==> config.mk <==
export PLATFORM = sky130hd
export DESIGN_NAME = adc_stream_packer
export DESIGN_NICKNAME = d
export VERILOG_FILES = /design/src/rtl/adc_stream_pkg.sv /design/src/rtl/stream_fifo.sv /design/src/rtl/adc_stream_packer.sv
export SDC_FILE = /design/constraint.sdc
export NUM_CORES = 2
export LEC_CHECK = 0
export CORE_AREA = 2 2 594 596
export CTS_BUF_LIST = sky130_fd_sc_hd__clkbuf_4
export CTS_CLUSTER_DIAMETER = 100
export CTS_CLUSTER_SIZE = 25
export DETAILED_ROUTE_END_ITERATION = 7
export DIE_AREA = 0 0 596 598
export GPL_ROUTABILITY_DRIVEN = 0
export GPL_TIMING_DRIVEN = 0
export PLACE_DENSITY = 0.74
export SLEW_MARGIN = 25
export SYNTH_ARGS = -nofsm -noshare
export SYNTH_HDL_FRONTEND = slang
export SYNTH_HIERARCHICAL = 1
export SYNTH_MEMORY_MAX_BITS = 65536
export SYNTH_SLANG_ARGS = --single-unit
==> constraint.sdc <==
create_clock -name clk -period 84.3 [get_ports clk]
set_clock_uncertainty 0.1 [all_clocks]
set_input_delay 12.645 -clock clk [delete_from_list [all_inputs] [get_ports clk]]
set_output_delay 12.645 -clock clk [all_outputs]
set_load 0.01 [all_outputs]
==> src/rtl/adc_stream_pkg.sv <==
// Shared frame layout for the ADC stream packer: metadata field offsets,
// the flags-word layout and the metadata packing helper.
package adc_stream_pkg;

    localparam int META_W    = 256;
    localparam int CNT_LSB   = 192;
    localparam int TS_LSB    = 128;
    localparam int FLAGS_LSB = 96;
    localparam int SEQ_LSB   = 64;
    localparam int OVF_LSB   = 48;
    localparam int NAVG_LSB  = 44;

    typedef struct packed {
        logic [1:0]  rsvd_hi;
        logic        marker;
        logic        inject;
        logic [3:0]  rsvd_lo;
        logic [7:0]  in_sync;
        logic [15:0] out_flags;
    } flags_word_t;

    function automatic logic [META_W-1:0] pack_meta(
        input logic [63:0]  cnt,
        input logic [63:0]  inject_ts,
        input flags_word_t  fw,
        input logic [31:0]  seq,
        input logic [15:0]  ovf,
        input logic [3:0]   navg
    );
        logic [META_W-1:0] m;
        m = '0;
        m[CNT_LSB   +: 64] = cnt;
        m[TS_LSB    +: 64] = inject_ts;
        m[FLAGS_LSB +: 32] = fw;
        m[SEQ_LSB   +: 32] = seq;
        m[OVF_LSB   +: 16] = ovf;
        m[NAVG_LSB  +: 4]  = navg;
        return m;
    endfunction

endpackage

==> src/rtl/stream_fifo.sv <==
// First-word-fall-through frame FIFO with a registered output stage; the level
// counts both stored words and the word presented at the output.
module stream_fifo #(
    parameter  int WIDTH = 512,
    parameter  int DEPTH = 8,
    localparam int AW    = $clog2(DEPTH),
    localparam int LW    = AW + 1
) (
    input  logic             clk,
    input  logic             reset,
    input  logic             i_push,
    input  logic [WIDTH-1:0] i_data,
    output logic             o_push_ok,
    output logic [WIDTH-1:0] o_data,
    output logic             o_valid,
    input  logic             i_ready,
    output logic [LW-1:0]    o_level
);
    logic [WIDTH-1:0] r_mem [DEPTH];
    logic [WIDTH-1:0] r_out_data;
    logic [AW-1:0]    r_wr_ptr;
    logic [AW-1:0]    r_rd_ptr;
    logic [LW-1:0]    r_mem_cnt;
    logic             r_out_vld;
    logic             w_pop;
    logic             w_load;
    logic             w_wr;

    assign w_pop     = r_out_vld & i_ready;
    assign w_load    = (r_mem_cnt != '0) & (~r_out_vld | w_pop);
    assign o_level   = r_mem_cnt + LW'(r_out_vld);
    // A full FIFO still takes a word when the output is being popped this cycle.
    assign w_wr      = i_push & ((o_level < LW'(DEPTH)) | w_pop);
    assign o_push_ok = w_wr;
    assign o_valid   = r_out_vld;
    assign o_data    = r_out_vld ? r_out_data : '0;

    always_ff @(posedge clk) begin
        if (reset) begin
            r_wr_ptr  <= '0;
            r_rd_ptr  <= '0;
            r_mem_cnt <= '0;
            r_out_vld <= 1'b0;
        end else begin
            if (w_wr) begin
                r_wr_ptr <= r_wr_ptr + AW'(1);
            end
            if (w_load) begin
                r_rd_ptr <= r_rd_ptr + AW'(1);
            end
            r_mem_cnt <= r_mem_cnt + LW'(w_wr) - LW'(w_load);
            if (w_load) begin
                r_out_vld <= 1'b1;
            end else if (w_pop) begin
                r_out_vld <= 1'b0;
            end
        end
    end

    always_ff @(posedge clk) begin
        if (w_wr) begin
            r_mem[r_wr_ptr] <= i_data;
        end
        if (w_load) begin
            r_out_data <= r_mem[r_rd_ptr];
        end
    end

endmodule

==> src/rtl/adc_stream_packer.sv <==
// Multi-channel ADC averaging packer: sums 2**navg rounds of interleaved samples,
// packs sums and metadata into one bus word and streams frames out of a FIFO.
module adc_stream_packer
    import adc_stream_pkg::*;
#(
    parameter  int CHANNELS      = 4,
    parameter  int SAMPLE_WIDTH  = 12,
    parameter  int MAX_NAVG_LOG2 = 12,
    parameter  int FIFO_DEPTH    = 8,
    parameter  int BUSWIDTH      = 512,
    localparam int LVL_W         = $clog2(FIFO_DEPTH) + 1
) (
    input  logic                    clk,
    input  logic                    reset,
    input  logic                    enable,
    input  logic [3:0]              navg_log2,
    input  logic                    sample_valid,
    input  logic [2:0]              sample_channel,
    input  logic [SAMPLE_WIDTH-1:0] sample_data,
    input  logic [7:0]              in_flags,
    input  logic [15:0]             out_flags,
    output logic [BUSWIDTH-1:0]     src_data,
    output logic                    src_valid,
    input  logic                    src_ready,
    output logic                    src_sop,
    output logic                    src_eop,
    output logic [15:0]             overflow_count,
    output logic [15:0]             order_err_count,
    output logic [LVL_W-1:0]        fifo_level
);
    localparam int RND_W = MAX_NAVG_LOG2 + 1;

    function automatic logic [15:0] sat_inc16(input logic [15:0] v);
        return (v == 16'hFFFF) ? v : v + 16'd1;
    endfunction

    function automatic logic [3:0] clamp_navg(input logic [3:0] n);
        return (int'(n) > MAX_NAVG_LOG2) ? 4'(MAX_NAVG_LOG2) : n;
    endfunction

    logic [63:0]              r_cnt;
    logic [7:0]               r_flags_s1;
    logic [7:0]               r_flags_s2;
    logic [1:0]               r_flags_s3;
    logic                     r_inject_latch;
    logic                     r_marker_latch;
    logic [63:0]              r_inject_ts;
    logic [31:0]              r_acc [CHANNELS];
    logic [2:0]               r_exp_ch;
    logic [MAX_NAVG_LOG2-1:0] r_round;
    logic [3:0]               r_navg;
    logic [31:0]              r_seq;
    logic [15:0]              r_ovf;
    logic [15:0]              r_oerr;

    logic                     w_inj_fall;
    logic                     w_mrk_fall;
    logic                     w_accept;
    logic                     w_match;
    logic                     w_mismatch;
    logic                     w_first;
    logic                     w_ch_last;
    logic                     w_close;
    logic                     w_hold_clear;
    logic [3:0]               w_navg_eff;
    logic [RND_W-1:0]         w_round_last;
    logic [31:0]              w_sum [CHANNELS];
    flags_word_t              w_fw;
    logic [BUSWIDTH-1:0]      w_frame;
    logic                     w_push_ok;

    logic                     r_vld_p1;
    logic [31:0]              r_sums_p1 [CHANNELS];
    logic [63:0]              r_cnt_p1;
    logic [31:0]              r_seq_p1;
    logic [3:0]               r_navg_p1;

    assign w_inj_fall   = r_flags_s3[0] & ~r_flags_s2[0];
    assign w_mrk_fall   = r_flags_s3[1] & ~r_flags_s2[1];
    assign w_accept     = enable & sample_valid;
    assign w_match      = w_accept & (sample_channel == r_exp_ch);
    assign w_mismatch   = w_accept & ~w_match;
    assign w_first      = (r_round == '0) & (r_exp_ch == '0);
    // Averaging depth is frozen by the first sample of a frame.
    assign w_navg_eff   = w_first ? clamp_navg(navg_log2) : r_navg;
    assign w_round_last = (RND_W'(1) << w_navg_eff) - RND_W'(1);
    assign w_ch_last    = (r_exp_ch == 3'(CHANNELS - 1));
    assign w_close      = w_match & w_ch_last & ({1'b0, r_round} == w_round_last);
    assign w_hold_clear = ~enable | w_mismatch | w_close;

    always_comb begin
        for (int c = 0; c < CHANNELS; c++) begin
            w_sum[c] = r_acc[c] +
                       ((w_match && (r_exp_ch == 3'(c))) ? 32'(sample_data) : 32'd0);
        end
    end

    // p0: synchroniser, flag latches, accumulation and frame close
    always_ff @(posedge clk) begin
        if (reset) begin
            r_cnt          <= '0;
            r_flags_s1     <= '0;
            r_flags_s2     <= '0;
            r_flags_s3     <= '0;
            r_inject_latch <= 1'b0;
            r_marker_latch <= 1'b0;
            r_inject_ts    <= '0;
            r_exp_ch       <= '0;
            r_round        <= '0;
            r_navg         <= '0;
            r_seq          <= '0;
            r_ovf          <= '0;
            r_oerr         <= '0;
            r_vld_p1       <= 1'b0;
            for (int c = 0; c < CHANNELS; c++) begin
                r_acc[c] <= '0;
            end
        end else begin
            r_cnt      <= r_cnt + 64'd1;
            r_flags_s1 <= in_flags;
            r_flags_s2 <= r_flags_s1;
            r_flags_s3 <= r_flags_s2[1:0];
            if (w_inj_fall) begin
                r_inject_latch <= 1'b1;
                r_inject_ts    <= r_cnt;
            end else if (r_vld_p1) begin
                r_inject_latch <= 1'b0;
            end
            if (w_mrk_fall) begin
                r_marker_latch <= 1'b1;
            end else if (r_vld_p1) begin
                r_marker_latch <= 1'b0;
            end
            if (w_hold_clear) begin
                r_exp_ch <= '0;
                r_round  <= '0;
                for (int c = 0; c < CHANNELS; c++) begin
                    r_acc[c] <= '0;
                end
            end else if (w_match) begin
                for (int c = 0; c < CHANNELS; c++) begin
                    r_acc[c] <= w_sum[c];
                end
                if (w_ch_last) begin
                    r_exp_ch <= '0;
                    r_round  <= r_round + MAX_NAVG_LOG2'(1);
                end else begin
                    r_exp_ch <= r_exp_ch + 3'd1;
                end
            end
            if (w_match && w_first) begin
                r_navg <= w_navg_eff;
            end
            if (w_mismatch) begin
                r_oerr <= sat_inc16(r_oerr);
            end
            if (w_close) begin
                r_seq <= r_seq + 32'd1;
            end
            r_vld_p1 <= w_close;
            if (r_vld_p1 && !w_push_ok) begin
                r_ovf <= sat_inc16(r_ovf);
            end
        end
    end

    // p1: closed frame held for its push cycle
    always_ff @(posedge clk) begin
        if (w_close) begin
            for (int c = 0; c < CHANNELS; c++) begin
                r_sums_p1[c] <= w_sum[c];
            end
            r_cnt_p1  <= r_cnt;
            r_seq_p1  <= r_seq;
            r_navg_p1 <= w_navg_eff;
        end
    end

    // Flags and loss count are sampled at push so an edge in the close cycle still lands in this frame.
    always_comb begin
        w_fw           = '0;
        w_fw.marker    = r_marker_latch;
        w_fw.inject    = r_inject_latch;
        w_fw.in_sync   = r_flags_s2;
        w_fw.out_flags = out_flags;
        w_frame        = '0;
        for (int c = 0; c < CHANNELS; c++) begin
            w_frame[BUSWIDTH-1-32*c -: 32] = r_sums_p1[c];
        end
        w_frame[META_W-1:0] = pack_meta(r_cnt_p1, r_inject_ts, w_fw, r_seq_p1, r_ovf, r_navg_p1);
    end

    stream_fifo #(
        .WIDTH (BUSWIDTH),
        .DEPTH (FIFO_DEPTH)
    ) u_fifo (
        .clk       (clk),
        .reset     (reset),
        .i_push    (r_vld_p1),
        .i_data    (w_frame),
        .o_push_ok (w_push_ok),
        .o_data    (src_data),
        .o_valid   (src_valid),
        .i_ready   (src_ready),
        .o_level   (fifo_level)
    );

    assign src_sop         = src_valid;
    assign src_eop         = src_valid;
    assign overflow_count  = r_ovf;
    assign order_err_count = r_oerr;

endmodule

Word level (Yosys, flattened, before mapping)
Memory sizes are Yosys's and may differ from the RTL's. A register that Yosys moved wholly into a read port is not among the register bits.
Cells that the tools add are included.
{ "word_totals": {"ff_bits": 855, "mem_bits_rw": 2928, "inputBits": 48, "n_memories": 3} }
{ "op_classes": {"add_sub_neg": 16, "order_cmp": 2, "n_eq_ne": 7, "n_shift": 1, "muxes": 34, "bitwise": 30, "reduce_logical": 17} }
{ "mem_list": {"columns": ["memory", "words", "width", "read_ports", "rd_clocked_by_memory_dff", "write_ports", "line", "text"], "rows": [
  ["u_fifo.r_mem", 8, 334, 1, 1, 1, "stream_fifo.sv:19", "logic [WIDTH-1:0] r_mem [DEPTH];"],
  ["r_acc", 4, 32, 4, 0, 4, "adc_stream_packer.sv:48", "logic [31:0] r_acc [CHANNELS];"],
  ["r_sums_p1", 4, 32, 4, 0, 4, "adc_stream_packer.sv:73", "logic [31:0] r_sums_p1 [CHANNELS];"]
]} }
{ "ops": {"columns": ["operator", "n"], "rows": [
  ["$mux W512", 1],
  ["$mux W32", 8],
  ["$add A32 B12 Y32", 4],
  ["$add A64 B1 Y64 const B", 1],
  ["$mux W12", 4],
  ["$add A16 B1 Y16 const B", 2],
  ["$add A32 B1 Y32 const B", 1],
  ["$eq A16 B16 Y1 const B", 2],
  ["$mux W1", 18],
  ["$eq A12 B13 Y1", 1],
  ["$shl A1 B4 Y13 const A", 1],
  ["$sub A13 B2 Y13 const B", 1],
  ["$add A12 B1 Y12 const B", 1],
  ["$logic_not A12 Y1", 1],
  ["$or A1 B1 Y1", 12],
  ["$and A1 B1 Y1", 11],
  ["$add A3 B1 Y3 const B", 3],
  ["$add A4 B1 Y4", 2],
  ["$mux W4", 2],
  ["$not A1 Y1", 7],
  ["$eq A3 B2 Y1 const B", 2],
  ["$logic_and A1 B1 Y1", 6],
  ["$reduce_and A2 Y1", 3],
  ["$reduce_bool A2 Y1", 3],
  ["10 further kinds", 10]
]} }

Logic depth before layout (Yosys ltp)
{ "depth": {"depth_word": 13, "depth_mapped": 22, "mapped_depth_nobuf": 17} }

Modules after synthesis
Netlist, hierarchy kept.
{ "by_module_without_submodules": {"columns": ["module", "n_inst", "cells_per_inst", "area_each_um2", "seq_area_each_um2"], "rows": [
  ["stream_fifo", 1, 8168, 173074.7, 138592.9],
  ["adc_stream_packer", 1, 2342, 25486.9, 15014.4]
]} }

Least setup slack after synthesis
OpenSTA, ideal clock, no wires.
{ "synth_path": {"path_kind": "in2reg", "from": "in src_ready", "to": "mem u_fifo/r_mem[1][0] (netlist name), enable pin", "arrival_time_ns": 64.814, "path_slack_ns": 16.571, "stages": 3, "n_path_buf": 0, "path_cell_list": "and3_1 > a211oi_2 > nor4b_1"} }
{ "synth_between": {"elab_chain_cells": 5} }
{ "synth_lines": {"columns": ["element", "line", "text"], "rows": [
  ["start: declaration", "adc_stream_packer.sv:24", "input logic src_ready,"],
  ["$and A1 B1 Y1", "stream_fifo.sv:29", "assign w_pop = r_out_vld & i_ready;"],
  ["$or A1 B1 Y1", "stream_fifo.sv:33", "assign w_wr = i_push & ((o_level < LW'(DEPTH)) | w_pop);"],
  ["$and A1 B1 Y1", "stream_fifo.sv:33", null],
  ["$mux W1", "stream_fifo.sv:61", "if (w_wr) begin"],
  ["$mux W1 (not written as such)", "stream_fifo.sv:62", "r_mem[r_wr_ptr] <= i_data;"],
  ["end: declaration", "stream_fifo.sv:19", null]
]} }
No other way between the ends.

Final worst setup path
{ "layout_path": {"from": "reg u_fifo.r_out_vld, in the netlist u_fifo/o_valid", "to": "out src_data[64]"} }
{ "layout_between": {"elab_chain_cells": 1} }
{ "layout_lines": {"columns": ["element", "line", "text"], "rows": [
  ["start: declaration", "stream_fifo.sv:24", "logic r_out_vld;"],
  ["start signal: assignment", "stream_fifo.sv:43", "r_out_vld <= 1'b0;"],
  ["start signal: assignment", "stream_fifo.sv:53", "r_out_vld <= 1'b1;"],
  ["start signal: assignment", "stream_fifo.sv:55", "r_out_vld <= 1'b0;"],
  ["$mux W512", "stream_fifo.sv:36", "assign o_data = r_out_vld ? r_out_data : '0;"],
  ["end: declaration", "adc_stream_packer.sv:22", "output logic [BUSWIDTH-1:0] src_data,"]
]} }
No other way between the ends.

==> results.cfg <==
[outcome]
status = finished clean

[synth]
yosysSeqAreaShare = 0.774
synth_ff_type = edfxtp_1
async_reset_ff_frac = 0
synth_area_sq_um = 199000
synth.distinct_cells = 68
synth.most_common_cell = edfxtp_1
yosys_warnings = 6
synth_edf_count = 4932
yosys-top-cells-area = edfxtp_1, mux4_2, nand2_1
ys_ff_latch = 5207
synth.mux.area_fraction = 0.118
synthXorXnorAreaFrac = 0.0101
synth_fa_ha_area_frac = 0.00485
yosysTopAreaCellShare = 0.746
synth_top_family_by_area = multiplexers
yosysTopAreaCell = edfxtp_1
synth.cells.most_frequent = edfxtp_1, nand2_1, mux4_2
avgSynthCellArea_sq_um = 18.9
synth-compound-area-share = 0.00879
syn_inst = 10500
yosys.area_share.simple = 0.0719

[timing]
max-slew-margin-rel = 0.279
slew_viol_final = 0
fin_crit_ns = 17.47
rsz0062_at_grt = no
fin_crit_sh = 0.207
tightest_slew_ns = 1.08
hold_ws_ns = 0.363
hold_viol = 0
fmax_ghz = 0.0572
setup_viol = 0
setup_ws_ns = 66.83
fin_setup_tns_ns = 0

[placed_design]
place_worst_setup_slack_ns = 65.65
port_buffers = 597
hpwlAfterDp_mm = 334

[power_and_ir_drop]
p_comb_frac = 0.273
p_seq_frac = 0.559
p_leak_nw = 79.5
power.density_nw_per_um2 = 24.4
internal_power_mw = 3.93
p_sw_frac = 0.286
clkPwrFrac = 0.168
vdd_drop_max_mv = 0.0255
p_switching_mw = 1.57

[critical_path]
cp_top_family = buffers and inverters
worstPathRequired_ns = 71.55
criticalPathCategory = reg -> out
cp-end-kind = output port
critPathMaxFanout = 12
start_kind = flip-flop
arrival_ns = 4.73
crit_chain = clkbuf_2 -> buf_16 -> clkbuf_4 -> clkbuf_1 -> and2_1 -> clkdlybuf4s50_1
slowest_stage = dfxtp_1
max_stage_delay_ns = 0.62
crit_buf_inv = 5

[global_routing]
grt_pass1_vias = 105000
antenna_found_initial = 56
grt_usage = 0.258
gr-total-overflow = 0
grt_pass1_wl_mm = 675
grt_max_degree = 34

[cts]
htree_levels = 4
cts.repair.resized = 0
cts_tree = yes
cts_buffers = 234
insertion_delay_ns = 1.64
root_buffer = clkbuf_4
clock_path_buffers = 4
ctsHoldBuffers = 0
post-cts-setup-buffers = 0
cts.sink_count = 5207
cts.clk_slew.worst_paths_ns = 0.24

[routing]
drtIter0Drc = 11400
route.detailed.drc = 0
vias = 104000
routed_via_density = 5.62
antenna_left = 0
wire_per_inst_um = 25.0
routed_wl_mm = 462
firstDrtPassIters = 7

[floorplanning]
die_y_um = 598
start_util = 0.566
die_area_sq_um = 356000
row_count = 218
fp.dieW_um = 596
coreArea_sq_um = 351000
ioPinCount = 599

[hold_path]
hold_class = reg -> reg

[flow_run]
max_cap_violations = 0

[finish]
area_delta_synth_final_pct = 13.7
fillers = 24100
fin_nets = 13800
drive_gt1_frac = 0.188
## sequential cells by signal (all words and copies together) (netlist names), 4 cells and up
signal             count
order_err_count       16
overflow_count        16
r_acc                128
r_cnt                 64
r_cnt_p1              64
r_flags_s1             8
r_flags_s2             8
r_inject_ts           64
r_navg                 4
r_navg_p1              4
r_round               12
r_seq                 32
r_seq_p1              32
r_sums_p1            128
u_fifo/r_mem        4096
u_fifo/r_mem_cnt       4
u_fifo/r_out_data    512
## path summary, 6_finish.rpt
path                  start                to  slack [ns]  cells past startpoint
max          u_fifo/o_valid      src_data[64]       66.83                      6
min           r_flags_s1[3]     r_flags_s2[3]        0.36                      1
max reg2reg     r_exp_ch[0]  r_sums_p1[0][17]       77.03                     22
min reg2reg   r_flags_s1[3]     r_flags_s2[3]        0.36                      1
## metrics by stage
| step | power, mW | utilization | cell area, sq um | cells |
|---|---|---|---|---|
| final | 5.50 | 0.644 | 226000 | 18500 |
| after global routing | 5.71 | 0.644 | 226000 | 18500 |
| after CTS | 5.55 | 0.644 | 226000 | 18500 |
| after detailed placement | 4.65 | 0.635 | 223000 | 18100 |
| after global placement | 4.77 | 0.615 | 216000 | 17200 |
| after floorplan | 4.10 | - | 204000 | 11900 |
## area by class of cell
| cell class | count | area (sq um) | share of cell area |
|---|---|---|---|
| clock inverter | 18 | 283 | 0.00125 |
| tap | 4620 | 5780 | 0.0256 |
| timing repair buffer | 1535 | 12800 | 0.0566 |
| buffer | 497 | 2320 | 0.0103 |
| clock buffer | 381 | 2860 | 0.0127 |
| sequential | 5207 | 154000 | 0.680 |
| antenna | 25 | 62.6 | 0.000277 |
| multi-input combinational | 6163 | 47800 | 0.212 |
| inverter | 66 | 250 | 0.00111 |
## per-layer routing
layer | GRT usage | wire, um | vias up
met2 | 0.434 | 230000 | 4179
met4 | 0.0831 | 17000 | 32
met5 | 0 | 199 | -
li1 | - | - | 45400
met3 | 0.0410 | 37500 | 664
met1 | 0.349 | 177000 | 53800
## power groups by stage
stage / logic, mW / registers [mW] / clock network (mW)
6_report: 1.50 / 3.08 / 0.922
5_1_grt: 1.60 / 3.09 / 1.02
4_1_cts: 1.52 / 3.07 / 0.948
3_5_place_dp: 1.52 / 3.13 / 0
3_3_place_gp: 1.44 / 3.33 / 0
2_1_floorplan: 0.903 / 3.20 / 0
## cell usage in the layout (no fill, tap or decap), types with 21 or more instances in the layout
cell type,Yosys,final
inv_1,64,62
nor2_1,212,211
xor2_1,122,122
clkdlybuf4s50_1,0,597
buf_16,0,21
and2_1,621,621
buf_6,17,67
nor3_1,43,38
ha_1,69,69
clkbuf_1,261,239
o21ai_0,62,62
a21oi_1,119,119
nand4_1,47,47
clkbuf_4,0,383
xnor2_1,107,107
buf_4,43,465
buf_2,107,536
nand3_1,95,95
diode_2,0,25
edfxtp_1,4932,4932
nand2_1,1812,1812
mux4_2,1025,1025
conb_1,1,1424
nand2b_1,21,21
nor2b_1,58,58
buf_1,69,67
and3_1,92,92
dfxtp_1,275,275
## cells by family after synthesis
| family | after synthesis |
|---|---|
| compound gates | 285 |
| xor+xnor | 229 |
| fa+ha+maj | 74 |
| buf+inv | 563 |
| flops | 5207 |
| mux | 1056 |
| other cells | 1 |
| simple gates | 3095 |
## worst reg2reg max path: stages (launching register included)
cell	delay, ns
dfxtp_1	0.63
inv_1	0.13
ha_1	0.37
nor3b_1	0.21
nand4_1	0.16
buf_2	0.28
buf_2	0.29
clkbuf_1	0.34
o21ai_0	0.33
nand2b_1	0.23
ha_1	0.34
clkbuf_1	0.37
o22ai_1	0.19
xnor2_1	0.73
nand2b_1	0.15
nor4_2	0.46
buf_4	0.28
buf_2	0.22
buf_2	0.23
buf_2	0.25
buf_2	0.23
buf_2	0.23
buf_2	0.22
Power figures use the tool's default switching activity.
